===== src/rtl/or_sched_pkg.sv =====
// Shared types and helpers for the OR-unit round-robin scheduler.
package or_sched_pkg;

  // IDLE: result register empty. HOLD: result waiting for the consumer.
  typedef enum logic {
    IDLE = 1'b0,
    HOLD = 1'b1
  } or_sched_state_e;

  // Priority pointer advance with an explicit wrap.
  // Works even when nreq is not a power of two.
  function automatic int unsigned next_rr(input int unsigned g, input int unsigned nreq);
    return (g == nreq - 1) ? 0 : g + 1;
  endfunction

endpackage


===== src/rtl/or_unit_arbiter_gate_or.sv =====
// Gate_or: the shared N-bit bitwise OR datapath (no carry, no extension).
module Gate_or #(
  parameter int N = 4
) (
  input  logic [N-1:0] a_i,
  input  logic [N-1:0] b_i,
  output logic [N-1:0] f_o
);

  assign f_o = a_i | b_i;

endmodule


===== src/rtl/or_unit_arbiter.sv =====
// Round-robin scheduler sharing one Gate_or among NREQ requesters.
// It registers one result per cycle, tagged with the requester ID.
module or_unit_arbiter
  import or_sched_pkg::*;
#(
  parameter  int N    = 4,
  parameter  int NREQ = 4,
  localparam int IDW  = $clog2(NREQ)
) (
  input  logic              clk,
  input  logic              rst,
  input  logic [NREQ-1:0]   req_valid,
  input  logic [NREQ*N-1:0] req_a,
  input  logic [NREQ*N-1:0] req_b,
  output logic [NREQ-1:0]   req_ready,
  output logic              res_valid,
  input  logic              res_ready,
  output logic [N-1:0]      res_data,
  output logic [IDW-1:0]    res_id,
  output logic              busy
);

  or_sched_state_e state_q;
  logic [N-1:0]    res_data_q;
  logic [IDW-1:0]  res_id_q;
  logic [IDW-1:0]  rr_ptr_q;

  logic            grant_found;
  logic [IDW-1:0]  grant_idx;
  logic [IDW:0]    cand;
  logic            slot_free;
  logic            accept;
  logic [N-1:0]    a_g;
  logic [N-1:0]    b_g;
  logic [N-1:0]    f_g;

  // Search for the first valid requester, starting at rr_ptr and wrapping.
  always_comb begin
    // NOTE: every variable gets a default before the loop. A path that
    // leaves one unassigned would infer a latch.
    grant_found = 1'b0;
    grant_idx   = '0;
    cand        = '0;
    for (int k = 0; k < NREQ; k++) begin
      cand = {1'b0, rr_ptr_q} + (IDW+1)'(k);
      if (cand >= (IDW+1)'(NREQ)) begin
        cand = cand - (IDW+1)'(NREQ);
      end
      if (!grant_found && req_valid[cand[IDW-1:0]]) begin
        grant_found = 1'b1;
        grant_idx   = cand[IDW-1:0];
      end
    end
  end

  // A held result consumed this cycle frees the slot, so throughput is one
  // result per cycle. Grants are suppressed while reset is asserted.
  assign slot_free = (state_q == IDLE) | res_ready;
  assign accept    = slot_free & grant_found & ~rst;
  assign req_ready = accept ? (NREQ'(1) << grant_idx) : '0;

  assign a_g = req_a[grant_idx*N +: N];
  assign b_g = req_b[grant_idx*N +: N];

  Gate_or #(.N(N)) u_gate_or (
    .a_i (a_g),
    .b_i (b_g),
    .f_o (f_g)
  );

  // Result register, FSM state and round-robin pointer.
  always_ff @(posedge clk or posedge rst) begin
    if (rst) begin
      state_q    <= IDLE;
      res_data_q <= '0;
      res_id_q   <= '0;
      rr_ptr_q   <= '0;
    end else begin
      // NOTE: sequential state uses non-blocking assignments. All registers
      // then update together from the values that were present before the edge.
      case (state_q)
        IDLE: begin
          if (accept) begin
            res_data_q <= f_g;
            res_id_q   <= grant_idx;
            rr_ptr_q   <= IDW'(next_rr(32'(grant_idx), NREQ));
            state_q    <= HOLD;
          end
        end
        HOLD: begin
          if (accept) begin
            res_data_q <= f_g;
            res_id_q   <= grant_idx;
            rr_ptr_q   <= IDW'(next_rr(32'(grant_idx), NREQ));
          end else if (res_ready) begin
            state_q <= IDLE;
          end
        end
        default: state_q <= IDLE;
      endcase
    end
  end

  assign res_valid = (state_q == HOLD);
  assign busy      = res_valid;
  assign res_data  = res_data_q;
  assign res_id    = res_id_q;

endmodule

===== config.mk =====
export PLATFORM = sky130hd
export DESIGN_NAME = or_unit_arbiter
export DESIGN_NICKNAME = d
export VERILOG_FILES = /design/src/rtl/or_sched_pkg.sv /design/src/rtl/or_unit_arbiter_gate_or.sv /design/src/rtl/or_unit_arbiter.sv
export SDC_FILE = /design/constraint.sdc
export NUM_CORES = 1
export LEC_CHECK = 0
export ABC_CLOCK_PERIOD_IN_PS = 2050
export CAP_MARGIN = 10
export CELL_PAD_IN_SITES_DETAIL_PLACEMENT = 1
export CELL_PAD_IN_SITES_GLOBAL_PLACEMENT = 2
export CORE_AREA = 2 2 76 78
export CTS_CLUSTER_SIZE = 40
export DETAILED_ROUTE_END_ITERATION = 8
export DIE_AREA = 0 0 78 80
export PLACE_DENSITY_LB_ADDON = 0.15
export SLEW_MARGIN = 20
export SYNTH_ARGS = -nofsm -noshare
export SYNTH_HDL_FRONTEND = slang
export SYNTH_HIERARCHICAL = 1
export SYNTH_SLANG_ARGS = --single-unit
export TNS_END_PERCENT = 20

===== constraint.sdc =====
create_clock -name clk -period 2.05 [get_ports clk]
set_input_delay 0.3075 -clock clk [delete_from_list [all_inputs] [get_ports clk]]
set_output_delay 0.3075 -clock clk [all_outputs]
set_load 0.05 [all_outputs]

==> metrics.txt, run 1 <==
vias in the first global route roughly 1300; Pre-antenna DRT Iters 4; post-route setup TNS -1.13 ns; status finished, violations left; CP arrival roughly 1.9 ns; Fin. Hold Viols 0; worst hold start req_valid[1]; share of post-route cells with drive strength above 1 32.8%; GRT Total Usage 14.2%; sinks on the clock net 9; TritonCTS Buffers 3; Core ar. around 5400 um^2; Setup CP Type flip-flop to output port; gpl congestion 0.715; initial antenna violation count 0; Avg Synthesized Cell Area 8.09 um^2; die height 80 um; DR iter-0 viols 56; RSZ-0062 raised after global routing true; latest clock arrival within the worst-skew pair ~0.24 ns; final setup skew 0.00732 ns; placed cell count roughly 260; CTS tree yes; total wire length 4200 um; Power Density 1090 nW/um^2; initial core utilization 19.6%; critical path peak fanout 7; leakage power 0.798 nW; startpoint types flip-flop; first-pass GRT wire length around 7000 um; part of the Yosys area used for sequential elements 21.3%; Clock Path Buffers 2; Setup-failing EPs final 8; max_slew headroom between 60% and 70%; DRC violations left 0; GRT Residual Overflow 0; Distinct cells, synth 30; full die area 6240 um^2; root buf cell clkbuf_8; Final Critical Period roughly 2.2 ns; post-route ant nets 0; period utilization 109%; Port Buffer Count 50; fin util between 30% and 40%; I/O Pins 51; fmax 0.448 GHz; total design power 0.00217 W; CTS H-Tree Depth 1; maximum vdd drop 0.351 mV; slack of the critical path -0.182 ns; drt via density 4.73; syn_nets 174; Vias around 1300; failing checks negative setup slack; Post-Syn Area 1060 um^2; WL/cell 15.7 um; Worst-Margin Slew 0.562 ns; ant diodes 0; Area Growth Syn to Fin 87.7%; CP Capture Type output port; Mapped Cells between 100 and 150; Final nets 239; max_cap viols 0; chip width 78 um; largest net degree at the start of global routing 18; Place WS -0.580 ns; r2r startpoint rr_ptr_q[1]; Slew Limit Fails 0; clock slew at reported path FFs roughly 0.05 ns; fin cells 267; Worst EP required 1.74 ns; HP Class primary input to flip-flop; Seq cells post-synth 9; Post-DP HPWL 2960 um; Rows 27; FF-to-FF setup slack -0.15 ns; start point of the critical path rr_ptr_q[1]; Yosys warnings 6
cell usage after synthesis:
cell,instances,share of area (%)
or4_1,1,0.71
dfrtp_1,9,21
nand2_1,12,4.2
o21bai_1,2,1.4
nor3_1,1,0.47
a32oi_1,8,6.6
a21bo_2,5,4.7
buf_2,4,1.9
or4b_1,1,0.94
inv_2,1,0.35
or2_1,4,2.4
mux2_2,6,6.4
ha_1,4,4.7
nor4_1,9,5.3
nand3_1,16,7.6
a211o_1,1,0.83
nor2_2,1,0.59
o2111ai_1,1,0.83
nor2_1,1,0.35
nor2b_1,5,3.0
clkbuf_1,7,2.5
and2_1,4,2.4
a21bo_1,3,2.8
a221oi_1,8,6.6
o21ai_0,2,0.94
inv_1,3,1.1
nor3b_1,8,5.7
o21a_1,1,0.71
buf_4,1,0.71
buf_6,2,2.1
placed cells by master (no fill, tap or decap), types with 3 or more instances in the layout:
| cell | synthesis | layout |
|---|---|---|
| a21bo_1 | 3 | 3 |
| a21bo_2 | 5 | 5 |
| a221oi_1 | 8 | 8 |
| a32oi_1 | 8 | 8 |
| and2_4 | 0 | 4 |
| buf_12 | 0 | 6 |
| buf_4 | 1 | 20 |
| clkbuf_8 | 0 | 3 |
| clkdlybuf4s50_1 | 0 | 42 |
| dfrtp_1 | 9 | 7 |
| mux2_2 | 6 | 6 |
| nand2_1 | 12 | 11 |
| nand3_1 | 16 | 16 |
| nor2b_4 | 0 | 3 |
| nor3b_1 | 8 | 8 |
| nor4_1 | 9 | 9 |
| or2_1 | 4 | 4 |
layer usage:
layer	share of wire, %	routed length (um)	track usage, %
met1	45	1910	18.5
met2	50	2110	24.7
met4	0.86	36	3.16
met3	3.6	151	2.15
met5	0	0	0
metrics by stage:
stage / hold WS [ns] / instance area (um^2)
after floorplan: 0.135 / 1110
after global placement: 0.493 / 1770
after detailed placement: 0.504 / 1770
after CTS: 0.520 / 1970
after global routing: 0.520 / 1990
final: 0.472 / 1990
area by class of cell:
cell class	count	area, um^2
flip-flops and latches	9	228
repair buffers	74	786
clock buffers	4	45.0
inverters	4	17.5
fillers	653	3420
well taps	72	90.1
multi-input cells	104	823
what timing repair did:
action,in CTS,in global routing
buffers inserted,5,0
pin swaps,4,2
setup endpoints to repair,12,8
hold buffers,0,0
hold endpoints to repair,0,0
gates resized for setup,21,9
gates cloned,2,0
where the power goes:
part           internal (W)  total (W)  switching (W)
logic              0.000808    0.00164       0.000829
clock network      0.000136   0.000211      0.0000753
registers          0.000254   0.000317      0.0000631
total               0.00120    0.00217       0.000967
flip-flops by register name (all words and copies together) (netlist names):
signal / count
rr_ptr_q: 2
busy: 1
res_data: 4
res_id: 2
worst paths after layout:
kind | end | cells past startpoint
max in group asynchronous | rr_ptr_q[1] | 3
min | busy | 3
max | req_ready[2] | 7
max reg2reg | res_data[3] | 7
min in group asynchronous | res_data[2] | 3
min reg2reg | res_data[3] | 1
cell families (layout without fill, tap and decap cells):
group / Yosys count / after routing / synth area share, %
buf+inv: 18 / 82 / 8.62
flops: 9 / 9 / 21.3
mux: 6 / 6 / 6.37
compound gates: 31 / 31 / 25.5
fa+ha+maj: 4 / 4 / 4.72
simple gates: 63 / 63 / 33.5
worst max-delay path, stage by stage, from the launching register on:
cell and delay (ns):
dfrtp_2 0.45, or4_4 0.55, buf_12 0.15, nand2_8 0.06, inv_4 0.04, ha_2 0.16, and2_4 0.14, buf_12 0.14
No activity file was read; power rests on OpenSTA's default activity.
==> run 2, diff against run 1 <==
- CTS_BUF_LIST: not set -> sky130_fd_sc_hd__clkbuf_4
==> run 2 against run 1 <==
Setup slack got worse by 0.040 ns. The flow still finishes with violations (negative setup slack). Largest power group unchanged. Combinational power about the same. Highest routed layer unchanged. Core utilization increased by 0.19 points. Sequential share of layout area decreased by 0.12 points.
==> metrics.txt, run 2 (synthesis results as in run 1) <==
leakage power 0.797 nW; CTS H-Tree Depth 1; Worst EP required between 1.5 and 2 ns; fmax 0.440 GHz; latest clock arrival within the worst-skew pair 0.27 ns; vias in the first global route 1329; Setup CP Type flip-flop to output port; slack of the critical path -0.222 ns; max_slew headroom 62.7%; CP Capture Type output port; max reg flops 4; Power Density 1070 nW/um^2; post-route ant nets 0; critical path peak fanout 7; Final Critical Period 2.27 ns; CTS tree yes; DRC violations left 0; dpl cell area 1770 um^2; full die area 6240 um^2; Worst-Margin Slew approximately 0.56 ns; sw power 0.000973 W; Final nets 239; DR iter-0 viols 65; clock slew at reported path FFs 0.07 ns; startpoint types flip-flop; Core ar. around 5400 um^2; Slew Limit Fails 0; RSZ-0062 raised after global routing true; Hold Slack around 0.48 ns; GRT Residual Overflow 0; gpl congestion 0.715; Pre-antenna DRT Iters 4; first-pass GRT wire length 6840 um; ant diodes 0; WL/cell 15.4 um; final setup skew 0.0103 ns; P_int 0.00116 W; most frequent cells in the layout 42 x clkdlybuf4s50_1, 20 x buf_4, 16 x nand3_1; Fin. Hold Viols 0; clock group share of total power 7.4%; total design power 0.00213 W; sequential share of power 14.5%; Rows 27; Port Buffer Count 50; Area Growth Syn to Fin 88.7%; Vias 1259; post-layout instance area 2000 um^2; GRT Total Usage 13.8%; total wire length 4120 um; Clock Path Buffers 2; period utilization 111%; Place WS -0.580 ns; largest net degree at the start of global routing 18; max_cap viols 0; most common cell after layout, fill and taps aside clkdlybuf4s50_1; HP Class primary input to asynchronous set/reset pin; sinks on the clock net 9; I/O Pins 51; failing checks negative setup slack; chip width approximately 78 um; post-route setup TNS -1.37 ns; share of post-route cells with drive strength above 1 32.8%; Post-DP HPWL between 2000 and 3000 um; root buf cell clkbuf_4; hold_buf cts 0; die height 80 um; Sw Ratio 45.6%; Comb pwr share 78.1%; TritonCTS Buffers 3; status finished, violations left; drt via density 4.72; CP arrival ~2.0 ns; maximum vdd drop 0.332 mV; initial antenna violation count 0; initial core utilization 19.6%; Setup-failing EPs final 8
run 2: changes by cell type in the layout (fill, tap and decap cells not counted), sizes merged:
cell           change
clkdlybuf4s15      -1
clkbuf             -2
dlygate4sd2        +3
run 2: layout make-up:
cell class              count  area [um^2]
fillers                   653         3410
multi-input cells         104          838
repair buffers             74          792
flip-flops and latches      9          226
well taps                  72         90.1
clock buffers               4         30.0
inverters                   4         22.5
run 2: what timing repair did:
action / 4_1_cts / 5_1_grt
pin swaps: 4 / 3
cloned: 2 / 0
endpoints found under the setup margin: 12 / 8
gates resized for setup: 18 / 10
buffers inserted: 5 / 0
run 2: path summary, 6_finish.rpt:
| check | startpoint | to | slack, ns | cells after the start |
|---|---|---|---|---|
| min in group clk | res_data[1] | res_data[1] | 0.51 | 1 |
| min | rst | res_data[2] | 0.48 | 3 |
| max in group asynchronous | rst | rr_ptr_q[1] | 1.29 | 3 |
| min reg2reg | res_data[1] | res_data[1] | 0.51 | 1 |
| max | rr_ptr_q[1] | req_ready[0] | -0.22 | 7 |
| max reg2reg | rr_ptr_q[1] | res_data[3] | -0.15 | 7 |
run 2: critical path, cell delays in order, from the launching register on:
cell and delay [ns]:
dfrtp_2 0.45, or4_4 0.55, buf_12 0.15, nand2_8 0.07, inv_6 0.04, ha_4 0.14, and2_4 0.13, buf_12 0.14
run 2: power by group through the flow:
stage,Clock [W],Combinational (W),Sequential [W]
floorplan,0,0.000735,0.000484
global placement,0,0.00137,0.000308
detailed placement,0,0.00139,0.000310
CTS,0.000158,0.00161,0.000307
global route,0.000172,0.00180,0.000323
finish,0.000159,0.00167,0.000309
run 2: stage by stage:
step                      std cells  utilization, %
after floorplan                 131               -
after global placement          256            32.8
after detailed placement        256            32.8
after CTS                       267            36.1
after global routing            267            37.0
final                           267            37.0
run 2: layer usage:
metal	share of wire [%]	routed length, um	track usage (%)	vias to the layer above
met1	46	1910	18.3	596
li1	-	-	-	629
met3	3.8	156	1.81	4
met5	0	0	0	-
met4	0.92	38	3.68	0
met2	49	2020	23.6	30
==> run 3, diff against run 2 <==
- GPL_ROUTABILITY_DRIVEN: not set -> 0
==> results of run 3 <==
Same layout as run 2: the final DEF is identical, and so are final timing and power.
